`src/rtl/hazard_forward_unit.sv`:
```
// hazard_forward_unit
//
// Hazard block for a 5-stage MIPS pipeline. It combines two functions:
//   * EX-stage operand forwarding: F1/F2 pick the ALU operand source
//     (10 = EX/MEM result, 01 = MEM/WB result, 00 = register file).
//   * Load-use hazard detection in decode. A RUN/HOLD stall FSM holds PC and
//     IF/ID and bubbles ID/EX for LOAD_LAT consecutive cycles per hazard.
//
// Handshake: there is no valid/ready pair. PC_Write/IF_ID_Write are
// active-high "may update" enables and ID_EX_Flush is an active-high bubble
// request. All three are driven on the same cycle as the stall decision.
//
// Optional feature: define HAZ_STATS_EN to build saturating stall and
// forwarding counters. Without it, stall_cnt and fwd_cnt are tied to zero
// and no counter registers exist.
//
// Parameters:
//   REG_AW   register-address width
//   LOAD_LAT load-use stall length in cycles (1..15)
//   CNT_W    statistics counter width
//
// Ports:
//   clk, reset                    clock, synchronous active-high reset
//   IF_ID_rs/rt, IF_ID_use_rs/rt  source registers read by the decode instruction
//   ID_EX_rs/rt/rd, ID_EX_MemRead EX-stage operands, destination and load flag
//   EX_MEM_rd/RegWrite            MEM-stage destination and write enable
//   MEM_WB_rd/RegWrite            WB-stage destination and write enable
//   F1, F2                        ALU operand A/B forwarding selects
//   PC_Write, IF_ID_Write         update enables (low while stalling)
//   ID_EX_Flush                   bubble request (high while stalling)
//   stall_cnt, fwd_cnt            statistics counters (zero unless HAZ_STATS_EN)
//   dbg_state_o                   stall FSM state (0 = RUN, 1 = HOLD)
module hazard_forward_unit #(
    parameter int REG_AW   = 5,
    parameter int LOAD_LAT = 1,
    parameter int CNT_W    = 16
) (
    input  logic              clk,
    input  logic              reset,
    input  logic [REG_AW-1:0] IF_ID_rs,
    input  logic [REG_AW-1:0] IF_ID_rt,
    input  logic              IF_ID_use_rs,
    input  logic              IF_ID_use_rt,
    input  logic [REG_AW-1:0] ID_EX_rs,
    input  logic [REG_AW-1:0] ID_EX_rt,
    input  logic [REG_AW-1:0] ID_EX_rd,
    input  logic              ID_EX_MemRead,
    input  logic [REG_AW-1:0] EX_MEM_rd,
    input  logic              EX_MEM_RegWrite,
    input  logic [REG_AW-1:0] MEM_WB_rd,
    input  logic              MEM_WB_RegWrite,
    output logic [1:0]        F1,
    output logic [1:0]        F2,
    output logic              PC_Write,
    output logic              IF_ID_Write,
    output logic              ID_EX_Flush,
    output logic [CNT_W-1:0]  stall_cnt,
    output logic [CNT_W-1:0]  fwd_cnt,
    output logic              dbg_state_o
);

    localparam logic [0:0] ST_RUN  = 1'b0;
    localparam logic [0:0] ST_HOLD = 1'b1;

    // Cycles still to be spent in HOLD after the stall's first (RUN) cycle.
    localparam logic [3:0] REM_INIT = 4'(LOAD_LAT - 1);

    logic [0:0] state_q, state_d;
    logic [3:0] rem_q, rem_d;
    logic [1:0] f1_raw, f2_raw;
    logic       haz;
    logic       stall_raw;
    logic       stall;

    // Forwarding selects. EX/MEM is the younger result, so it wins when
    // both stages write the same register. Register 0 is never forwarded.
    always_comb begin
        f1_raw = 2'b00;
        if (EX_MEM_RegWrite && (EX_MEM_rd != '0) && (EX_MEM_rd == ID_EX_rs)) begin
            f1_raw = 2'b10;
        end else if (MEM_WB_RegWrite && (MEM_WB_rd != '0) && (MEM_WB_rd == ID_EX_rs)) begin
            f1_raw = 2'b01;
        end
    end

    always_comb begin
        f2_raw = 2'b00;
        if (EX_MEM_RegWrite && (EX_MEM_rd != '0) && (EX_MEM_rd == ID_EX_rt)) begin
            f2_raw = 2'b10;
        end else if (MEM_WB_RegWrite && (MEM_WB_rd != '0) && (MEM_WB_rd == ID_EX_rt)) begin
            f2_raw = 2'b01;
        end
    end

    // Load in EX whose destination is read by the instruction in decode.
    assign haz = ID_EX_MemRead && (ID_EX_rd != '0) &&
                 ((IF_ID_use_rs && (ID_EX_rd == IF_ID_rs)) ||
                  (IF_ID_use_rt && (ID_EX_rd == IF_ID_rt)));

    // The first stall cycle is spent in RUN. HOLD covers the remaining
    // LOAD_LAT-1 cycles and ignores haz. HOLD returns to RUN with no gap, so
    // a hazard still present then starts a new stall on the very next cycle.
    always_comb begin
        state_d   = state_q;
        rem_d     = rem_q;
        stall_raw = 1'b0;
        case (state_q)
            ST_RUN: begin
                stall_raw = haz;
                if (haz && (LOAD_LAT > 1)) begin
                    state_d = ST_HOLD;
                    rem_d   = REM_INIT;
                end
            end
            ST_HOLD: begin
                stall_raw = 1'b1;
                rem_d     = rem_q - 4'd1;
                if (rem_q == 4'd1) begin
                    state_d = ST_RUN;
                end
            end
            default: begin
                state_d = ST_RUN;
                rem_d   = 4'd0;
            end
        endcase
    end

    always_ff @(posedge clk) begin
        if (reset) begin
            state_q <= ST_RUN;
            rem_q   <= 4'd0;
        end else begin
            state_q <= state_d;
            rem_q   <= rem_d;
        end
    end

    // While reset is high the pipeline sees a quiet unit: no stall and no
    // forwarding.
    assign stall       = stall_raw && !reset;
    assign F1          = reset ? 2'b00 : f1_raw;
    assign F2          = reset ? 2'b00 : f2_raw;
    assign PC_Write    = !stall;
    assign IF_ID_Write = !stall;
    assign ID_EX_Flush = stall;
    assign dbg_state_o = state_q;

`ifdef HAZ_STATS_EN
    logic [CNT_W-1:0] stall_cnt_q, stall_cnt_d;
    logic [CNT_W-1:0] fwd_cnt_q, fwd_cnt_d;

    // Both counters saturate at all-ones instead of wrapping.
    always_comb begin
        stall_cnt_d = stall_cnt_q;
        fwd_cnt_d   = fwd_cnt_q;
        if (stall && (stall_cnt_q != '1)) begin
            stall_cnt_d = stall_cnt_q + 1'b1;
        end
        if (((F1 != 2'b00) || (F2 != 2'b00)) && (fwd_cnt_q != '1)) begin
            fwd_cnt_d = fwd_cnt_q + 1'b1;
        end
    end

    always_ff @(posedge clk) begin
        if (reset) begin
            stall_cnt_q <= '0;
            fwd_cnt_q   <= '0;
        end else begin
            stall_cnt_q <= stall_cnt_d;
            fwd_cnt_q   <= fwd_cnt_d;
        end
    end

    assign stall_cnt = stall_cnt_q;
    assign fwd_cnt   = fwd_cnt_q;
`else
    assign stall_cnt = '0;
    assign fwd_cnt   = '0;
`endif

endmodule
```
`config.mk`:
```
export PLATFORM = sky130hd
export DESIGN_NAME = hazard_forward_unit
export DESIGN_NICKNAME = d
export VERILOG_FILES = /design/src/rtl/hazard_forward_unit.sv
export SDC_FILE = /design/constraint.sdc
export NUM_CORES = 1
export LEC_CHECK = 0
export CORE_ASPECT_RATIO = 0.6
export CORE_MARGIN = 2
export CORE_UTILIZATION = 34
export CTS_BUF_LIST = sky130_fd_sc_hd__clkbuf_8
export CTS_CLUSTER_DIAMETER = 150
export DETAILED_ROUTE_END_ITERATION = 10
export PLACE_DENSITY = 0.9
export SYNTH_ARGS = -nofsm -noshare
export SYNTH_HDL_FRONTEND = slang
export SYNTH_SLANG_ARGS = --single-unit
```
`constraint.sdc`:
```
create_clock -name clk -period 7.9 [get_ports clk]
set_clock_uncertainty 0.05 [all_clocks]
set_input_delay 2.37 -clock clk [delete_from_list [all_inputs] [get_ports clk]]
set_output_delay 2.37 -clock clk [all_outputs]
set_load 0.03 [all_outputs]
```
# After elaboration in Yosys (flattened, before gate mapping)
# Cells that the tools add are included.
dict set report op_classes {
  add_sub_neg 1
  mul 0
  div 0
  magnitude_cmp 0
  eq_ne 7
  shifts 0
  mux 8
  bitwise 1
  n_reduce_logical 18
}
# operator count
set op_table {}
lappend op_table {{equality test 5 bit} 6}
lappend op_table {{nonzero test 5 bit} 3}
lappend op_table {{logical AND 1 bit} 11}
lappend op_table {{2-to-1 mux 2 bit} 4}
lappend op_table {{equality test 4 x 1 -> 1 bit (second input constant)} 1}
lappend op_table {{subtractor 4 x 1 -> 4 bit (second input constant)} 1}
lappend op_table {{2-to-1 mux 1 bit} 3}
lappend op_table {{zero test 1 bit} 2}
lappend op_table {{case mux 1 bit (2 select lines)} 1}
lappend op_table {{OR reduction 2 bit} 1}
lappend op_table {{logical OR 1 bit} 1}
lappend op_table {{inverter 1 bit} 1}
dict set report totals {
  reg_bits 5
  latchBits 0
  ramBits 0
  romBits 0
  in_bits 42
  out_inout_bits 40
  elab_cells 37
  mem_count 0
}

# Longest topological paths before layout
# Gate-level depths: netlist (run 1).
dict set report depth {
  depth_word 7
  mapped_depth 5
  depth_no_buf 5
}

# Least setup slack after synthesis (run 1)
# Ideal clock, no wire load.
dict set report synth_timing {
  path_kind {input to output}
  start {input EX_MEM_rd[1]}
  end {output F1[0]}
  t_arrival_ps 3830
  t_required_ps 5480
  path_slack_ps 1650
  stages 4
  path_buffers 0
  cell_sequence {or4_1 o21ai_2 nor3_1 nor4_2}
}
dict set report synth_between {
  elab_chain_len 5
  word_cells_on_any_way 6
  classes_between {1 x eq/ne; 2 x mux; 3 x reduce/logical}
}
# item line
set synth_rtl {}
lappend synth_rtl {{start, declared} 48} ;# input logic [REG_AW-1:0] EX_MEM_rd,
lappend synth_rtl {{nonzero test 5 bit} 79} ;# if (EX_MEM_RegWrite && (EX_MEM_rd != '0) && (EX_MEM_rd == ID_EX_rs)) begin
lappend synth_rtl {{logical AND 1 bit} 79}
lappend synth_rtl {{logical AND 1 bit (*)} 79}
lappend synth_rtl {{2-to-1 mux 2 bit (*)} 79}
lappend synth_rtl {{2-to-1 mux 2 bit (*)} 142} ;# assign F1 = reset ? 2'b00 : f1_raw;
lappend synth_rtl {{end, declared} 52} ;# output logic [1:0] F1,
# Mark *: on every way between the ends. The rest lies on a longest branch, timed or not.

# Worst setup path in the final report (run 1)
dict set report layout_timing {
  start {input EX_MEM_rd[2]}
  end {output F2[0]}
}
dict set report layout_between {
  elab_chain_len 5
  word_cells_on_any_way 6
  classes_between {1 x eq/ne; 2 x mux; 3 x reduce/logical}
}
# item line
set layout_rtl {}
lappend layout_rtl {{nonzero test 5 bit} 88} ;# if (EX_MEM_RegWrite && (EX_MEM_rd != '0) && (EX_MEM_rd == ID_EX_rt)) begin
lappend layout_rtl {{logical AND 1 bit} 88}
lappend layout_rtl {{logical AND 1 bit (*)} 88}
lappend layout_rtl {{2-to-1 mux 2 bit (*)} 88}
lappend layout_rtl {{2-to-1 mux 2 bit (*)} 143} ;# assign F2 = reset ? 2'b00 : f2_raw;
lappend layout_rtl {{end, declared} 53} ;# output logic [1:0] F2,
# Marks and branches as above.

==> results, run 1 <==
- The flow ran to the end, and the final reports show no timing, DRC or antenna violations.
- The largest fanout of any net on the critical path is 4.
- For the finished layout, the period the worst path requires is 7.18 ns.
- Post-CTS timing repair inserted 0 buffers for setup.
- The wire length per cell is 11.6 um.
- The total grt overflow is 0.
- The cell area after technology mapping is 898 um2.
- The sequential area share after synthesis is 0.111.
- Measured along the y axis, the die boundary spans 43.8 um.
- The number of antenna cells inserted is 0.
- TritonCTS created 3 clock buffers.
- The initial antenna violation count is 0.
- The launch point of the worst hold path is rem_q[1].
- The H-tree level count is 1.
- The setup slack on the worst flop-to-flop path is 6.73 ns.
- No sink is reached through more buffers than the 2 on the longest clock path.
- After clock tree synthesis, the clock-pin slew on the worst setup and hold paths is 0.03 ns.
- At the later pin of the worst-skew pair, clock insertion delay measures 0.22 ns.
- The total count of max-transition violations in the final report is 0.
- The signal on the critical path passes through clkdlybuf4s50_1, or4_1, o21ai_2, nor3_1, nor4_2, clkdlybuf4s50_1.
- The number of gates resized after CTS is 0.
- For this run, the top clock speed supported by timing is 0.139 GHz.
- Across the run, the number of max-cap violations was 0.
- The type of element launching the critical path is a primary input.
- The share of post-route cells with drive strength above 1 is 0.0370.
- The worst register-to-register path ends at rem_q[3].
- The number of flip-flops and latches in the synthesized netlist is 5.
- The number of failing setup endpoints in the final timing report is 0.
- The estimated wirelength of the detail-placed design is 2020 um.
- The count of buffers added on input and output ports is 49.
- In the routed design, unresolved DRC markers number 0.
- The net count reported at finish is 207.
- The congestion estimate from routability-driven global placement came to 0.890.
- The required arrival time at the worst endpoint is 5.48 ns.
- The power per cell area is 103 nW/um2.
- The placeable core region is 2500 um2.
- The full die area is 3080 um2.
- The synthesis-to-finish area growth is 49.0%.
- The final sum of negative setup slack is 0 ns.
- The number of cells on the worst reg-to-reg path is 3.
- The first-pass iteration count of the detailed router is 4.
- Setup repair after global routing left no endpoint under its margin.
- After the first detailed-routing iteration, the DRC count stood at 61.
- Of the available clock period, the critical path in the final layout requires 0.909.
- The largest net degree at the start of global routing is 11.
- The min-delay analysis places its worst path in the category reg2reg.
- The effective utilization at floorplan is 0.359.
- The data arrival at the endpoint of the critical path is 4.76 ns.
- The gate count after technology mapping is 112.
- The critical path is of the in2out type.
- VDD sags by at most 0.0372 mV.
- The clock tree from TritonCTS is done.
- The number of rows created at floorplan is 14.
- The maximum cell stage delay along the critical path is 0.71 ns.
- The global routing usage summed across all routing layers is 0.159.
- The boundary pin count is 82.
- The utilization after layout is 0.534.
- Counting instances, the worst hold path has a depth of 2.
- The number of buffers inserted by hold repair at cts is 0.
- The count of endpoints failing hold in the final timing report came to 0.
- The die outline width is 70.4 um.
- The first global-routing pass estimated 3690 um of wire.
- The via count is 822.
- The overall routed net length is 2260 um.
- The most numerous cell type found on the critical path is sky130_fd_sc_hd__clkdlybuf4s50_1.
- The via count of the first global-routing pass is 765.
- Fill cells in the final layout number 229.
- The reported leakage power is 0.522 nW.
- The worst setup path is captured at an output port.
- The library cell used as clock root buffer is sky130_fd_sc_hd__clkbuf_8.
- The final antenna-violating net count is 0.
- The post-detailed-route via-to-cell ratio is 4.24.
- The worst-path cell with the longest stage delay is sky130_fd_sc_hd__clkdlybuf4s50_1.
- The count of distinct cell types in the synthesized netlist is 27.
- For this run, the number of Yosys warnings is 0.
- The clock net in this run drives a total of 5 sinks.
- The path with the worst hold slack has its endpoint at rem_q[1].
- In this run the critical register-to-register path is launched from dbg_state_o.
- The average footprint of a synthesized cell is 8.02 um2.
==> synthesized netlist by cell type <==
cell,instances,area share
sky130_fd_sc_hd__dfxtp_1,5,0.11
sky130_fd_sc_hd__a32oi_1,1,0.0098
sky130_fd_sc_hd__inv_1,2,0.0084
sky130_fd_sc_hd__nand2_1,3,0.013
sky130_fd_sc_hd__conb_1,1,0.0042
sky130_fd_sc_hd__a211oi_1,1,0.0084
sky130_fd_sc_hd__a21oi_1,1,0.0056
sky130_fd_sc_hd__or4_1,5,0.042
sky130_fd_sc_hd__o31ai_1,1,0.0084
sky130_fd_sc_hd__and2_0,1,0.0070
sky130_fd_sc_hd__nor3_1,2,0.011
sky130_fd_sc_hd__nand3_1,2,0.011
sky130_fd_sc_hd__xnor2_1,14,0.14
sky130_fd_sc_hd__o21ai_1,1,0.0056
sky130_fd_sc_hd__nor2b_1,1,0.0070
sky130_fd_sc_hd__nand2b_1,1,0.0070
sky130_fd_sc_hd__nor4_1,4,0.028
sky130_fd_sc_hd__ha_1,2,0.028
sky130_fd_sc_hd__buf_4,33,0.28
sky130_fd_sc_hd__o21ai_0,1,0.0056
sky130_fd_sc_hd__xor2_1,19,0.19
sky130_fd_sc_hd__nor2_1,5,0.021
sky130_fd_sc_hd__o31a_1,1,0.0098
sky130_fd_sc_hd__nor4b_1,1,0.0098
sky130_fd_sc_hd__nor4_2,2,0.028
sky130_fd_sc_hd__o21ai_2,1,0.0098
sky130_fd_sc_hd__clkbuf_1,1,0.0042
==> how the worst max path moves through the flow <==
| stage | depth (start not counted) | slack [ns] | start | endpoint |
|---|---|---|---|---|
| 2_1_floorplan | 4 | 1.65 | EX_MEM_rd[1] | F1[0] |
| 3_3_place_gp | 6 | 0.76 | EX_MEM_rd[2] | F2[0] |
| 6_report | 6 | 0.72 | EX_MEM_rd[2] | F2[0] |
| 3_5_place_dp | 6 | 0.72 | EX_MEM_rd[2] | F2[0] |
| 4_1_cts | 6 | 0.72 | EX_MEM_rd[2] | F2[0] |
| 5_1_grt | 6 | 0.62 | EX_MEM_rd[1] | F1[0] |
==> stage by stage <==
step | total power [W] | hold slack [ns] | setup slack, ns | cell area (um2) | cells
floorplan | 0.0000742 | 0.419 | 1.65 | 1010 | 143
finish | 0.000138 | 0.443 | 0.721 | 1340 | 194
CTS | 0.000138 | 0.444 | 0.723 | 1340 | 194
detailed placement | 0.0000904 | 0.443 | 0.718 | 1290 | 190
global placement | 0.0000903 | 0.433 | 0.762 | 1290 | 190
global route | 0.000145 | 0.481 | 0.622 | 1340 | 194
==> worst max-delay path, delay by kind of cell <==
family                 cells  cell delay, ns
and+or+nand+nor            3            0.98
buffers and inverters      2            1.20
AOI/OAI and AO/OA          1            0.21
==> placed cells by master (no fill, tap or decap), drive strengths merged <==
cell / Yosys / final
dfxtp: 5 / 5
or4: 5 / 5
ha: 2 / 2
a32oi: 1 / 1
o21ai: 3 / 3
conb: 1 / 32
o31ai: 1 / 1
a21oi: 1 / 1
nor2b: 1 / 1
nand3: 2 / 2
nor3: 2 / 2
nor4b: 1 / 1
and2: 1 / 1
nand2b: 1 / 1
inv: 2 / 3
nor4: 6 / 6
clkdlybuf4s50: 0 / 49
clkbuf: 1 / 3
xnor2: 14 / 14
o31a: 1 / 1
nor2: 5 / 5
xor2: 19 / 19
a211oi: 1 / 1
nand2: 3 / 3
==> flip-flops by register name, indices dropped and copies added (netlist names) <==
name,count
rem_q,4
dbg_state_o,1
==> cell families (layout without fill, tap and decap cells) <==
family                     after synthesis  in the layout  share of synthesized area
buffers and inverters                   36             55                      0.288
xor gates and xnor gates                33             33                      0.322
and+or+nand+nor                         27             27                      0.184
AOI/OAI and AO/OA                        8              8                     0.0627
DFF                                      5              5                      0.111
adders and majority gates                2              2                     0.0279
other                                    1             32                    0.00417
==> power breakdown <==
group          leakage (nW)  total [W]             switching (W)  internal, W
clock                0.0269  0.0000466                 0.0000132    0.0000334
combinational         0.455  0.0000656                 0.0000377    0.0000279
sequential           0.0402  0.0000254  0.0000000000000000000443    0.0000254
total                 0.522   0.000138                 0.0000510    0.0000866
==> per-layer routing <==
layer  track usage  part of all wire
met5             0                 0
met4        0.0692             0.018
met3        0.0419             0.063
met2         0.206              0.44
met1         0.241              0.48
==> cell type report <==
| type | count | area (um2) | share of cell area |
|---|---|---|---|
| clock buffer | 3 | 41.3 | 0.0308 |
| timing repair buffer | 49 | 490 | 0.366 |
| clock inverter | 1 | 3.75 | 0.00280 |
| tap | 32 | 40.0 | 0.0299 |
| multi-input combinational | 102 | 656 | 0.490 |
| sequential | 5 | 100 | 0.0748 |
| inverter | 2 | 7.51 | 0.00561 |
No activity file was read; power rests on OpenSTA's default activity.
==> inputs of run 2 (changes only) <==
--- a/config.mk
+++ b/config.mk
@@ -5,13 +5,15 @@
 export SDC_FILE = /design/constraint.sdc
 export NUM_CORES = 1
 export LEC_CHECK = 0
-export CORE_ASPECT_RATIO = 0.6
+export CORE_ASPECT_RATIO = 1.75
 export CORE_MARGIN = 2
 export CORE_UTILIZATION = 34
 export CTS_BUF_LIST = sky130_fd_sc_hd__clkbuf_8
 export CTS_CLUSTER_DIAMETER = 150
 export DETAILED_ROUTE_END_ITERATION = 10
 export PLACE_DENSITY = 0.9
+export RECOVER_POWER = 100
+export REMOVE_ABC_BUFFERS = 1
 export SYNTH_ARGS = -nofsm -noshare
 export SYNTH_HDL_FRONTEND = slang
 export SYNTH_SLANG_ARGS = --single-unit
==> run 2 against run 1 <==
Net effect:
- combinational power is essentially flat
- via count is 7.2% higher
- non-clock buffer count did not move
- clock power grew 2%
- sequential share of layout area hardly changed
- critical path type unchanged
- critical endpoint unchanged
- largest cell class unchanged
- highest routed layer unchanged
==> results, run 2 (synthesis gave the netlist of run 1 again) <==
- The effective utilization at floorplan is 0.360.
- The count of endpoints failing hold in the final timing report is 0.
- The clock reaches the later pin of the worst-skew pair after 0.23 ns.
- The tool flagged a number of max-cap violations equal to 0.
- The DRC violation count after routing is 0.
- The flow ran to the end, and the final reports show no timing, DRC or antenna violations.
- The region available for standard cell placement spans 2490 um2.
- The number of rows created at floorplan is 24.
- In this run, post-CTS hold repair placed 0 buffers.
- The worst hold path passes through 2 cells.
- Once the clock tree was built, the resizer swapped 0 gates to a different size.
- In the global route stage, overall resource usage came out at 0.160.
- Summed over all layers, the routed wires come to 2420 um.
- In this run the tool buffered the top-level ports with 49 buffer cells.
- The synthesis-to-finish area growth is 48.2%.
- The clock passes through at most 2 buffers.
- The utilization after layout is 0.534.
- In the final layout, the share of cells above drive strength 1 is 0.0370.
- The required arrival time at the worst endpoint is 5.48 ns.
- The total grt overflow is 0.
- The clock tree from TritonCTS is done.
- The end of the worst register-to-register path is rem_q[3].
- After legalization and detailed placement, the total HPWL measured 2190 um.
- The number of cells on the worst reg-to-reg path is 3.
- The post-placement setup slack is 0.805 ns.
- The total count of max-transition violations in the final report is 0.
- The final setup slack of the worst path is 0.701 ns.
- The register clock-pin slew on the reported worst setup and hold paths is 0.04 ns.
- The launch point of the worst path is reset.
- The last weighted congestion value of the routability-driven placer is 0.880.
- The post-detailed-route via-to-cell ratio is 4.69.
- The worst flop-to-flop path startpoint is dbg_state_o.
- In this run, the number of DRC markers left after iteration 0 of detailed routing was 3.
- The critical path goes through dlygate4sd3_1, nor2b_1, o21ai_1, or4_1, nor4_2, dlygate4sd3_1.
- The count of clock tree sinks is 5.
- The data arrival at the endpoint of the critical path is 4.78 ns.
- In this run the worst path has a maximum fanout of 10.
- The most common cell after layout, fill and taps aside is sky130_fd_sc_hd__clkdlybuf4s50_1.
- In this run the worst setup path terminates at F2[0].
- The reported leakage power is 0.538 nW.
- The via count of the first global-routing pass is 898.
- In the final design database the tool counted 207 nets.
- The initial antenna violation count is 0.
- The setup slack on the worst flop-to-flop path is 6.64 ns.
- The die outline width is 42.9 um.
- The post-CTS setup buffer count is 0.
- The worst setup path is captured at an output port.
- The floorplan step defined a die boundary enclosing 3090 um2.
- The path class of the tightest hold or removal check is reg2reg.
- The overall power consumption is 0.000138 W.
- By startpoint and endpoint, the worst setup path is classified as in2out.
- Among the stages of the critical path, the cell type that occurs most often is sky130_fd_sc_hd__dlygate4sd3_1.
- The maximum vdd drop is 0.0770 mV.
- The worst-path cell with the longest stage delay is sky130_fd_sc_hd__dlygate4sd3_1.
- The repair_antennas step left the layout with diodes totalling 0.
- Across all layers, the routed design uses 881 vias.
- 82 I/O pins were placed.
- The number of flip-flops in the largest register is 4.
- Setup violations remaining at the end of the flow were counted as 0.
- The first-pass iteration count of the detailed router is 3.
- The floorplan step set the die height to 72 um.
- For this design the ratio of total power to cell area is 104 nW/um2.
- Clock tree synthesis inserted a total of 3 buffers.
- The largest net degree at the start of global routing is 11.
- The smallest clock period supported by the final layout is computed as 7.20 ns.
- The H-tree level count is 1.
- The library cells used most frequently in the layout, excluding fill and tap cells, are sky130_fd_sc_hd__clkdlybuf4s50_1, sky130_fd_sc_hd__conb_1, sky130_fd_sc_hd__xor2_1.
- The wire length of the first global-routing pass is 3530 um.
- The worst setup path is launched from a primary input.
- For this run, the slowest stage of the critical path takes 0.77 ns.
- The tree is rooted in a sky130_fd_sc_hd__clkbuf_8.
- In the final routed layout, each cell accounts on average for 12.9 um.
- Setup repair after global routing left no endpoint under its margin.
- The final antenna-violating net count is 0.
- The register with the most flip-flops in the final layout is rem_q.
- The final sum of negative setup slack is 0 ns.
- The maximum clock rate is 0.139 GHz.
- In the finished design, the share of the clock period the worst path needs comes to 0.911.
run 2: cell types whose count changed in the layout (fill, tap and decap cells not counted), sizes merged:
cell / before / now
clkdlybuf4s50: 49 / 40
dlygate4sd3: 0 / 9
run 2: worst min path at each step:
stage / startpoint / to / slack (ns)
6_report: rem_q[1] / rem_q[1] / 0.46
4_1_cts: rem_q[1] / rem_q[1] / 0.46
2_1_floorplan: rem_q[1] / rem_q[1] / 0.42
3_3_place_gp: rem_q[1] / rem_q[1] / 0.44
5_1_grt: rem_q[3] / dbg_state_o / 0.51
3_5_place_dp: rem_q[1] / rem_q[1] / 0.46
run 2: power breakdown:
part	switching, W	internal, W
Clock	0.0000142	0.0000334
Combinational	0.0000377	0.0000277
Sequential	0.0000000000000000000447	0.0000254
run 2: per-layer routing:
metal / vias up / wire length (um) / GRT usage
li1: 417 / - / -
met1: 386 / 562 / 0.0967
met2: 66 / 1470 / 0.330
met3: 12 / 207 / 0.0249
met4: 0 / 179 / 0.174
met5: - / 0 / 0
run 2: through the flow:
step / cells / cell area, um2 / hold slack, ns
after floorplan: 109 / 763 / 0.416
after global placement: 184 / 1290 / 0.438
after detailed placement: 184 / 1290 / 0.458
after CTS: 188 / 1330 / 0.463
after global routing: 188 / 1330 / 0.513
final: 188 / 1330 / 0.457
run 2: critical path, delay by kind of cell:
family | cells | cell delay, ns
AO/OA/AOI/OAI | 1 | 0.08
buffers and inverters | 2 | 1.44
AND/OR/NAND/NOR | 3 | 0.88
run 2: cell type report:
type                       instances  area (um2)
fill                             224        1160
multi-input combinational        102         656
timing repair buffer              49         490
sequential                         5         100
clock buffer                       3        41.3
tap                               26        32.5
inverter                           2        7.51
clock inverter                     1        3.75
==> inputs of run 3 (changes only) <==
--- a/config.mk
+++ b/config.mk
@@ -11,6 +11,7 @@
 export CTS_BUF_LIST = sky130_fd_sc_hd__clkbuf_8
 export CTS_CLUSTER_DIAMETER = 150
 export DETAILED_ROUTE_END_ITERATION = 10
+export GPL_ROUTABILITY_DRIVEN = 0
 export PLACE_DENSITY = 0.9
 export RECOVER_POWER = 100
 export REMOVE_ABC_BUFFERS = 1
==> results of run 3 <==
Final layout, timing and power as in run 2 (identical DEF).
